<file path="config.mk">
export PLATFORM = sky130hd
export DESIGN_NAME = nexys_hls4ml_div_22s_9s_13u_seq_flat
export DESIGN_NICKNAME = d
export VERILOG_FILES = /design/src/rtl/nexys_hls4ml_div_22s_9s_13u_seq_if.sv /design/src/rtl/nexys_hls4ml_div_22s_9s_13u_seq.sv /design/src/flat_wrapper.sv
export SDC_FILE = /design/constraint.sdc
export NUM_CORES = 1
export LEC_CHECK = 0
export ABC_AREA = 1
export CORE_MARGIN = 8
export CORE_UTILIZATION = 30
export DETAILED_ROUTE_END_ITERATION = 8
export GPL_ROUTABILITY_DRIVEN = 0
export GPL_TIMING_DRIVEN = 0
export MAX_ROUTING_LAYER = met4
export REMOVE_ABC_BUFFERS = 1
export SLEW_MARGIN = 20
export SYNTH_ARGS = -nofsm -noshare
export SYNTH_HDL_FRONTEND = slang
export SYNTH_SLANG_ARGS = --single-unit
</file>
<file path="constraint.sdc">
create_clock -name clk -period 3.54 [get_ports clk]
set_input_delay 0.531 -clock clk [delete_from_list [all_inputs] [get_ports clk]]
set_output_delay 0.531 -clock clk [all_outputs]
set_load 0.03 [all_outputs]
</file>
<file path="src/rtl/nexys_hls4ml_div_22s_9s_13u_seq_if.sv">
// Operand/result handshake bundle for the 22s/9s -> 13u divider.
// master drives operands and accepts results; slave is the divider.
interface nexys_hls4ml_div_22s_9s_13u_seq_if;
  logic        in_valid;
  logic        in_ready;
  logic [21:0] din0;
  logic [8:0]  din1;
  logic        out_valid;
  logic        out_ready;
  logic [12:0] dout;
  logic [8:0]  rem;
  logic        err;

  modport master (
    output in_valid, din0, din1, out_ready,
    input  in_ready, out_valid, dout, rem, err
  );

  modport slave (
    input  in_valid, din0, din1, out_ready,
    output in_ready, out_valid, dout, rem, err
  );
endinterface

</file>
<file path="src/rtl/nexys_hls4ml_div_22s_9s_13u_seq.sv">
// Sequential radix-2 restoring divider recovering the 13u operand
// of a 13u x 9s -> 22s product; saturating, flags bad quotients.
module nexys_hls4ml_div_22s_9s_13u_seq #(
  parameter int ID         = 1,
  parameter int din0_WIDTH = 22,
  parameter int din1_WIDTH = 9,
  parameter int dout_WIDTH = 13
) (
  input logic clk,
  input logic reset,
  input logic ce,
  nexys_hls4ml_div_22s_9s_13u_seq_if.slave bus
);
  localparam int AW = din0_WIDTH;
  localparam int BW = din1_WIDTH;
  localparam int QW = dout_WIDTH;

  if (AW != 22 || BW != 9 || QW != 13 || ID < 0) begin : g_bad_cfg
    $error("unsupported divider configuration");
  end

  typedef enum logic [1:0] {
    IDLE,
    CALC,
    FIXUP,
    DONE
  } state_t;

  state_t        state, state_n;
  logic [AW-1:0] a_q, a_n;
  logic [AW-1:0] q_q, q_n;
  logic [BW-1:0] b_q, b_n;
  logic [BW-1:0] r_q, r_n;
  logic [4:0]    cnt_q, cnt_n;
  logic          negq_q, negq_n;
  logic          sgn_q, sgn_n;
  logic          div0_q, div0_n;
  logic [QW-1:0] dout_q, dout_n;
  logic [BW-1:0] rem_q, rem_n;
  logic          err_q, err_n;

  logic [BW:0]   r_sh;
  logic [BW-1:0] r_sub;
  logic          ge;

  assign bus.in_ready  = (state == IDLE);
  assign bus.out_valid = (state == DONE);
  assign bus.dout      = dout_q;
  assign bus.rem       = rem_q;
  assign bus.err       = err_q;

  // Next state, one restoring step, and result fixup
  always_comb begin
    state_n = state;
    a_n     = a_q;
    q_n     = q_q;
    b_n     = b_q;
    r_n     = r_q;
    cnt_n   = cnt_q;
    negq_n  = negq_q;
    sgn_n   = sgn_q;
    div0_n  = div0_q;
    dout_n  = dout_q;
    rem_n   = rem_q;
    err_n   = err_q;
    r_sh    = {r_q, a_q[AW-1]};
    ge      = (r_sh >= {1'b0, b_q});
    r_sub   = r_sh[BW-1:0] - b_q;
    unique case (state)
      IDLE: begin
        if (bus.in_valid) begin
          a_n    = bus.din0[AW-1] ? (~bus.din0 + 1'b1)
                                  : bus.din0;
          b_n    = bus.din1[BW-1] ? (~bus.din1 + 1'b1)
                                  : bus.din1;
          negq_n = bus.din0[AW-1] ^ bus.din1[BW-1];
          sgn_n  = bus.din0[AW-1];
          div0_n = (bus.din1 == '0);
          q_n    = '0;
          r_n    = '0;
          cnt_n  = 5'd21;
          state_n = div0_n ? FIXUP : CALC;
        end
      end
      CALC: begin
        a_n   = {a_q[AW-2:0], 1'b0};
        q_n   = {q_q[AW-2:0], ge};
        r_n   = ge ? r_sub : r_sh[BW-1:0];
        cnt_n = cnt_q - 5'd1;
        if (cnt_q == 5'd0)
          state_n = FIXUP;
      end
      FIXUP: begin
        state_n = DONE;
        if (div0_q) begin
          dout_n = '1;
          rem_n  = '0;
          err_n  = 1'b1;
        end else begin
          rem_n = sgn_q ? (~r_q + 1'b1) : r_q;
          if (negq_q && q_q != '0) begin
            dout_n = '0;
            err_n  = 1'b1;
          end else if (|q_q[AW-1:QW]) begin
            dout_n = '1;
            err_n  = 1'b1;
          end else begin
            dout_n = q_q[QW-1:0];
            err_n  = 1'b0;
          end
        end
      end
      DONE: begin
        if (bus.out_ready)
          state_n = IDLE;
      end
    endcase
  end

  // State and datapath registers, frozen while ce is low
  always_ff @(posedge clk) begin
    if (reset) begin
      state  <= IDLE;
      a_q    <= '0;
      q_q    <= '0;
      b_q    <= '0;
      r_q    <= '0;
      cnt_q  <= '0;
      negq_q <= 1'b0;
      sgn_q  <= 1'b0;
      div0_q <= 1'b0;
      dout_q <= '0;
      rem_q  <= '0;
      err_q  <= 1'b0;
    end else if (ce) begin
      state  <= state_n;
      a_q    <= a_n;
      q_q    <= q_n;
      b_q    <= b_n;
      r_q    <= r_n;
      cnt_q  <= cnt_n;
      negq_q <= negq_n;
      sgn_q  <= sgn_n;
      div0_q <= div0_n;
      dout_q <= dout_n;
      rem_q  <= rem_n;
      err_q  <= err_n;
    end
  end
endmodule
</file>
<file path="src/flat_wrapper.sv">
// flat-port wrapper written by rule: the top's interface ports become plain ports
module nexys_hls4ml_div_22s_9s_13u_seq_flat 
#(
  parameter int ID         = 1,
  parameter int din0_WIDTH = 22,
  parameter int din1_WIDTH = 9,
  parameter int dout_WIDTH = 13
)
  (clk, reset, ce, bus_in_valid, bus_din0, bus_din1, bus_out_ready, bus_in_ready, bus_out_valid, bus_dout, bus_rem, bus_err);
  nexys_hls4ml_div_22s_9s_13u_seq_if bus_i ();
  input logic clk;
  input logic reset;
  input logic ce;
  input wire logic [$bits(bus_i.in_valid)-1:0] bus_in_valid;
  input wire logic [$bits(bus_i.din0)-1:0] bus_din0;
  input wire logic [$bits(bus_i.din1)-1:0] bus_din1;
  input wire logic [$bits(bus_i.out_ready)-1:0] bus_out_ready;
  output wire logic [$bits(bus_i.in_ready)-1:0] bus_in_ready;
  output wire logic [$bits(bus_i.out_valid)-1:0] bus_out_valid;
  output wire logic [$bits(bus_i.dout)-1:0] bus_dout;
  output wire logic [$bits(bus_i.rem)-1:0] bus_rem;
  output wire logic [$bits(bus_i.err)-1:0] bus_err;
  assign bus_i.in_valid = bus_in_valid;
  assign bus_i.din0 = bus_din0;
  assign bus_i.din1 = bus_din1;
  assign bus_i.out_ready = bus_out_ready;
  assign bus_in_ready = bus_i.in_ready;
  assign bus_out_valid = bus_i.out_valid;
  assign bus_dout = bus_i.dout;
  assign bus_rem = bus_i.rem;
  assign bus_err = bus_i.err;
  nexys_hls4ml_div_22s_9s_13u_seq #(.ID(ID), .din0_WIDTH(din0_WIDTH), .din1_WIDTH(din1_WIDTH), .dout_WIDTH(dout_WIDTH)) u_core (.clk(clk), .reset(reset), .ce(ce), .bus(bus_i));
endmodule
</file>
; ---- Yosys cells after proc, flatten, opt, wreduce, memory -nomap -nowiden
; Cells that the tools add are included.
[word_totals]
regBits = 95
[classes]
n_addsub = 5
order_cmp = 1
n_eq_ne = 6
mux = 24
bitwise_logic = 4
reduce_logical = 11
[op_table]
columns = cell, n
row1 = 22-bit one-hot mux with 2 select lines, 2
row2 = 22-bit 2-to-1 mux, 3
row3 = 9-bit 2-to-1 mux, 5
row4 = 13-bit 2-to-1 mux, 3
row5 = "22-bit by 1-bit adder with 22-bit output, second input constant", 1
row6 = 22-bit NOT, 1
row7 = 22-bit nonzero test, 1
row8 = "9-bit by 1-bit adder with 9-bit output, second input constant", 2
row9 = 9-bit NOT, 2
row10 = 9-bit one-hot mux with 2 select lines, 1
row11 = 10-bit by 9-bit >= comparator with 1-bit output, 1
row12 = 5-bit one-hot mux with 2 select lines, 1
row13 = 9-bit zero test, 1
row14 = 9-bit OR reduction, 1
row15 = 9-bit subtractor, 1
row16 = 2-bit 2-to-1 mux, 4
row17 = 2-bit one-hot mux with 4 select lines, 1
row18 = 3-bit AND reduction, 2
row19 = 5-bit zero test, 1
row20 = 5-bit 2-to-1 mux, 1
row21 = "5-bit by 1-bit subtractor with 5-bit output, second input constant", 1
row22 = "2-bit == test, second input constant", 2
row23 = "2-bit inequality test, second input constant", 2
row24 = 4-bit AND reduction, 1
row25 = other kinds (8), 10

; ---- Depth between registers and ports, before layout
[depth]
ltp_word = 5
mapped_depth = 13

; ---- Worst setup path before layout
; OpenSTA, ideal clock, no wires.
[synth_timing]
path_kind = register to register
start = reg u_core.state[0]
end = reg u_core.a_q[3]
setup_ns = 0.116
t_arrival_ns = 1.677
required_time_ns = 3.424
path_slack_ns = 1.747
stages_incl_launch_ff = 11
period_less_slack_ns = 1.793
path_cell_list = dfxtp_1 inv_1 ha_1 inv_2 nor3_4 inv_2 nand2_2 buf_2 nand2_1 o211ai_1 inv_1
[synth_via]
elab_chain_len = 3
elab_cells_between_ends = 6
[synth_lines]
columns = element, line
row1 = start: declaration, nexys_hls4ml_div_22s_9s_13u_seq.sv:29  ; state_t state, state_n;
row2 = start signal: assignment, nexys_hls4ml_div_22s_9s_13u_seq.sv:136  ; state <= state_n;
row3 = 2-bit zero test (*), n/a
row4 = named net bus_in_ready, flat_wrapper.sv:18  ; output wire logic [$bits(bus_i.in_ready)-1:0] bus_in_ready;
row5 = 2-bit inequality test (no line) or 2-bit nonzero test (tied branches), n/a
row6 = 3-bit AND reduction (no line), n/a
row7 = end signal: assignment, nexys_hls4ml_div_22s_9s_13u_seq.sv:137  ; a_q <= a_n;
row8 = end: declaration, nexys_hls4ml_div_22s_9s_13u_seq.sv:30  ; logic [AW-1:0] a_q, a_n;
; The timed path passes the listed nets; every way through them passes the cells marked *.
; A chain may end at the register's enable or synchronous reset.

; ---- Worst setup path after layout
[layout_timing]
start = reg u_core.state[0]
end = reg u_core.cnt_q[4]
[layout_via]
elab_chain_len = 3
elab_cells_between_ends = 6
[layout_lines]
columns = element, line
row1 = 2-bit by 1-bit == test with 1-bit output or 2-bit zero test (tied branches), nexys_hls4ml_div_22s_9s_13u_seq.sv:69  ; unique case (state)
row2 = 2-bit nonzero test (no line) or 2-bit inequality test (tied branches), n/a
row3 = 3-bit AND reduction (no line), n/a
row4 = end signal: assignment, nexys_hls4ml_div_22s_9s_13u_seq.sv:141  ; cnt_q <= cnt_n;
row5 = end: declaration, nexys_hls4ml_div_22s_9s_13u_seq.sv:34  ; logic [4:0] cnt_q, cnt_n;
; Parallel ways exist; a longest one is shown, timed or not.

==> reports/metrics.yaml <==
grt:
  grt_pass1_vias: 5178
  grt_max_degree: 55
  antenna_found_initial: 0
  grt_first_pass_wirelength_mm: 23.9
  grt_overflow: 0
  grt_use_total: 0.124
logic_synthesis:
  syn_area_per_cell_um2: 6.49
  ys_ff_latch: 95
  synth.area.top_cells: "dfxtp_1 (34%), nand2_1 (16%), a21oi_1 (8.7%)"
  synth_cell_types: 42
  syn_area_mm2: 0.00555
  synth-main-ff-cell: "dfxtp_1"
  async_reset_ff_frac: 0
  synth_edf_count: 0
  synth_area_leader_cell: "dfxtp_1"
  synth_top_area_frac: 0.343
  seq_area_frac_synth: 0.343
  syn_inst: 855
  ys_warn_count: 0
timing:
  maxSlewViolCount: 0
  rsz0062_at_grt: "false"
  fmax_mhz: 335
  setup_violations: 0
  finalHoldViolations: 0
  fin_crit_sh: 0.843
  relSlewSlack: 0.403
  clock_skew_ns: 0.0112
  tightest_slew_ns: 0.894
  min_period_ns: 2.98
detailed_routing:
  vias_per_cell: 4.76
  drt-initial-drc-count: 365
  wirelength_mm: 14.0
  wl_per_cell_um: 12.5
  drc: 0
  drtPass1Iterations: 5
  postRouteAntennaNets: 0
  vias: 5356
cts:
  post_cts_buffers: 0
  cts_buffer_depth: 2
  cts_root_buffer: "clkbuf_16"
  cts_made_buffers: 9
  clock_latency_ns: 0.35
  clkTransAtPathRegs_ns: 0.07
  cts_tree: "done"
  clkSinkCount: 95
  ctsResizeCount: 0
  h-tree-depth: 3
die:
  core_area_mm2: 0.0181
  die_w_um: 152
  io_pins: 61
  die_h_um: 152
  rows: 49
  start_util: 0.307
  die_area_mm2: 0.0231
cells_and_area:
  final_area_mm2: 0.00659
  post_route_cells_drive_above_1_share: 0.0402
  final_cells: 1125
  fin_nets: 947
  area_growth_pct: 18.8
  n_antenna_cell: 0
  fillCellCount: 1986
power:
  p_leak_uw: 0.00280
  p_per_area_mw_per_mm2: 454
  ir_drop_v: 0.000237
placed_design:
  hpwl_mm: 9.94
  place_area_mm2: 0.00630
  dpl.cell_count: 1109
  io_buffers: 60
worst_setup_path:
  cp.arrival_ns: 3.21
  critPathKind: "reg -> reg"
  critPathRequiredTime_ns: 3.77
  crit_path_end_kind: "flip-flop"
  cp_max_fo: 29
  start_kind: "flip-flop"
flow_run:
  maxCapViolations: 0
min_path:
  hp-class: "reg -> reg"
status:
  outcome: "completed"
==> report_power, final <==
group / leakage, uW / switching [uW] / internal, uW / total [uW]
registers: 0.000772 / 46.2 / 1140 / 1190
clock network: 0.000128 / 439 / 497 / 936
logic: 0.00190 / 557 / 312 / 870
==> per-stage QoR <==
step	TNS [ns]	setup slack (ns)	power (uW)	util	hold WS, ns
final	0	0.556	2990	0.364	0.460
after global routing	0	0.209	3200	0.364	0.475
after CTS	0	0.260	3020	0.364	0.463
after detailed placement	0	0.273	2070	0.348	0.454
after global placement	-41.14	-1.30	2060	0.345	0.444
after floorplan	0	0.595	1810	-	0.423
==> sequential cells by signal (all words and copies together) (netlist names) <==
signal	count
u_core.b_q	9
u_core.q_q	22
u_core.a_q	22
u_core.r_q	9
u_core.bus.err	1
u_core.sgn_q	1
u_core.cnt_q	5
u_core.negq_q	1
u_core.bus.rem	9
u_core.state	2
u_core.bus.dout	13
u_core.div0_q	1
==> layer usage <==
layer,vias to the layer above,track usage,part of all wire
met3,11,0.0275,0.035
met2,88,0.200,0.45
li1,2836,-,-
met4,0,0.0333,0.012
met5,-,-,0
met1,2421,0.154,0.51
==> area by class of cell <==
class | instances | area, um^2 | area share
Inverter | 113 | 424 | 0.0644
Tap cell | 229 | 287 | 0.0435
Clock buffer | 10 | 239 | 0.0363
Sequential cell | 95 | 1900 | 0.289
Clock inverter | 5 | 40.0 | 0.00607
Timing Repair Buffer | 62 | 646 | 0.0979
Multi-Input combinational cell | 611 | 3050 | 0.463
==> critical path: stages, from the launching register on <==
cell     delay, ns
dfxtp_1       0.40
ha_1          0.66
inv_2         0.45
nor2_4        0.53
nor2_4        0.26
nor2_1        0.23
nand2_1       0.09
xor2_1        0.16
a21oi_1       0.08
==> cells by family (layout without fill, tap and decap cells) <==
logic type / count (synthesis) / in the layout / synth area share
simple gates: 421 / 422 / 0.327
compound gates: 155 / 155 / 0.152
buf+inv: 150 / 190 / 0.110
flops: 95 / 95 / 0.343
fa+ha+maj: 19 / 19 / 0.0442
xor+xnor: 15 / 15 / 0.0237
==> cell usage in the layout, fill, tap and decap left out, drive strengths merged, types with 5 or more instances in the layout <==
cell	synthesis	layout
nand2	242	242
inv	113	115
a21oi	97	97
dfxtp	95	95
nand3	82	82
nor2	69	70
clkdlybuf4s50	0	59
o21ai	38	38
ha	18	18
nand4	10	10
clkbuf	19	10
nand3b	9	9
xor2	9	9
o211ai	8	8
xnor2	6	6
nor3	5	5
==> timing repair <==
item	CTS	global route
setup endpoints to repair	0	1
hold endpoints to repair	0	0
hold buffers	0	0
==> cells in the mapped netlist (7+ instances only) <==
| cell type | number |
|---|---|
| xor2_1 | 9 |
| nand2_1 | 240 |
| buf_4 | 7 |
| nand4_1 | 9 |
| a21oi_1 | 96 |
| nand3_1 | 82 |
| inv_1 | 110 |
| o21ai_0 | 35 |
| ha_1 | 18 |
| dfxtp_1 | 95 |
| nor2_1 | 65 |
| o211ai_1 | 8 |
| clkbuf_1 | 19 |
| nand3b_1 | 9 |
==> path summary, 6_finish.rpt <==
kind | startpoint | end | slack [ns] | cells past startpoint
worst min-delay path | u_core.a_q[2]$_SDFFE_PP0P_ | u_core.a_q[2]$_SDFFE_PP0P_ | 0.46 | 2
worst max register to register | u_core.state[0]$_SDFFE_PP0P_ | u_core.cnt_q[4]$_SDFFE_PP0P_ | 0.56 | 8
worst min register to register | u_core.a_q[2]$_SDFFE_PP0P_ | u_core.a_q[2]$_SDFFE_PP0P_ | 0.46 | 2
worst max-delay path | u_core.state[0]$_SDFFE_PP0P_ | u_core.cnt_q[4]$_SDFFE_PP0P_ | 0.56 | 8
Power figures use the tool's default switching activity.
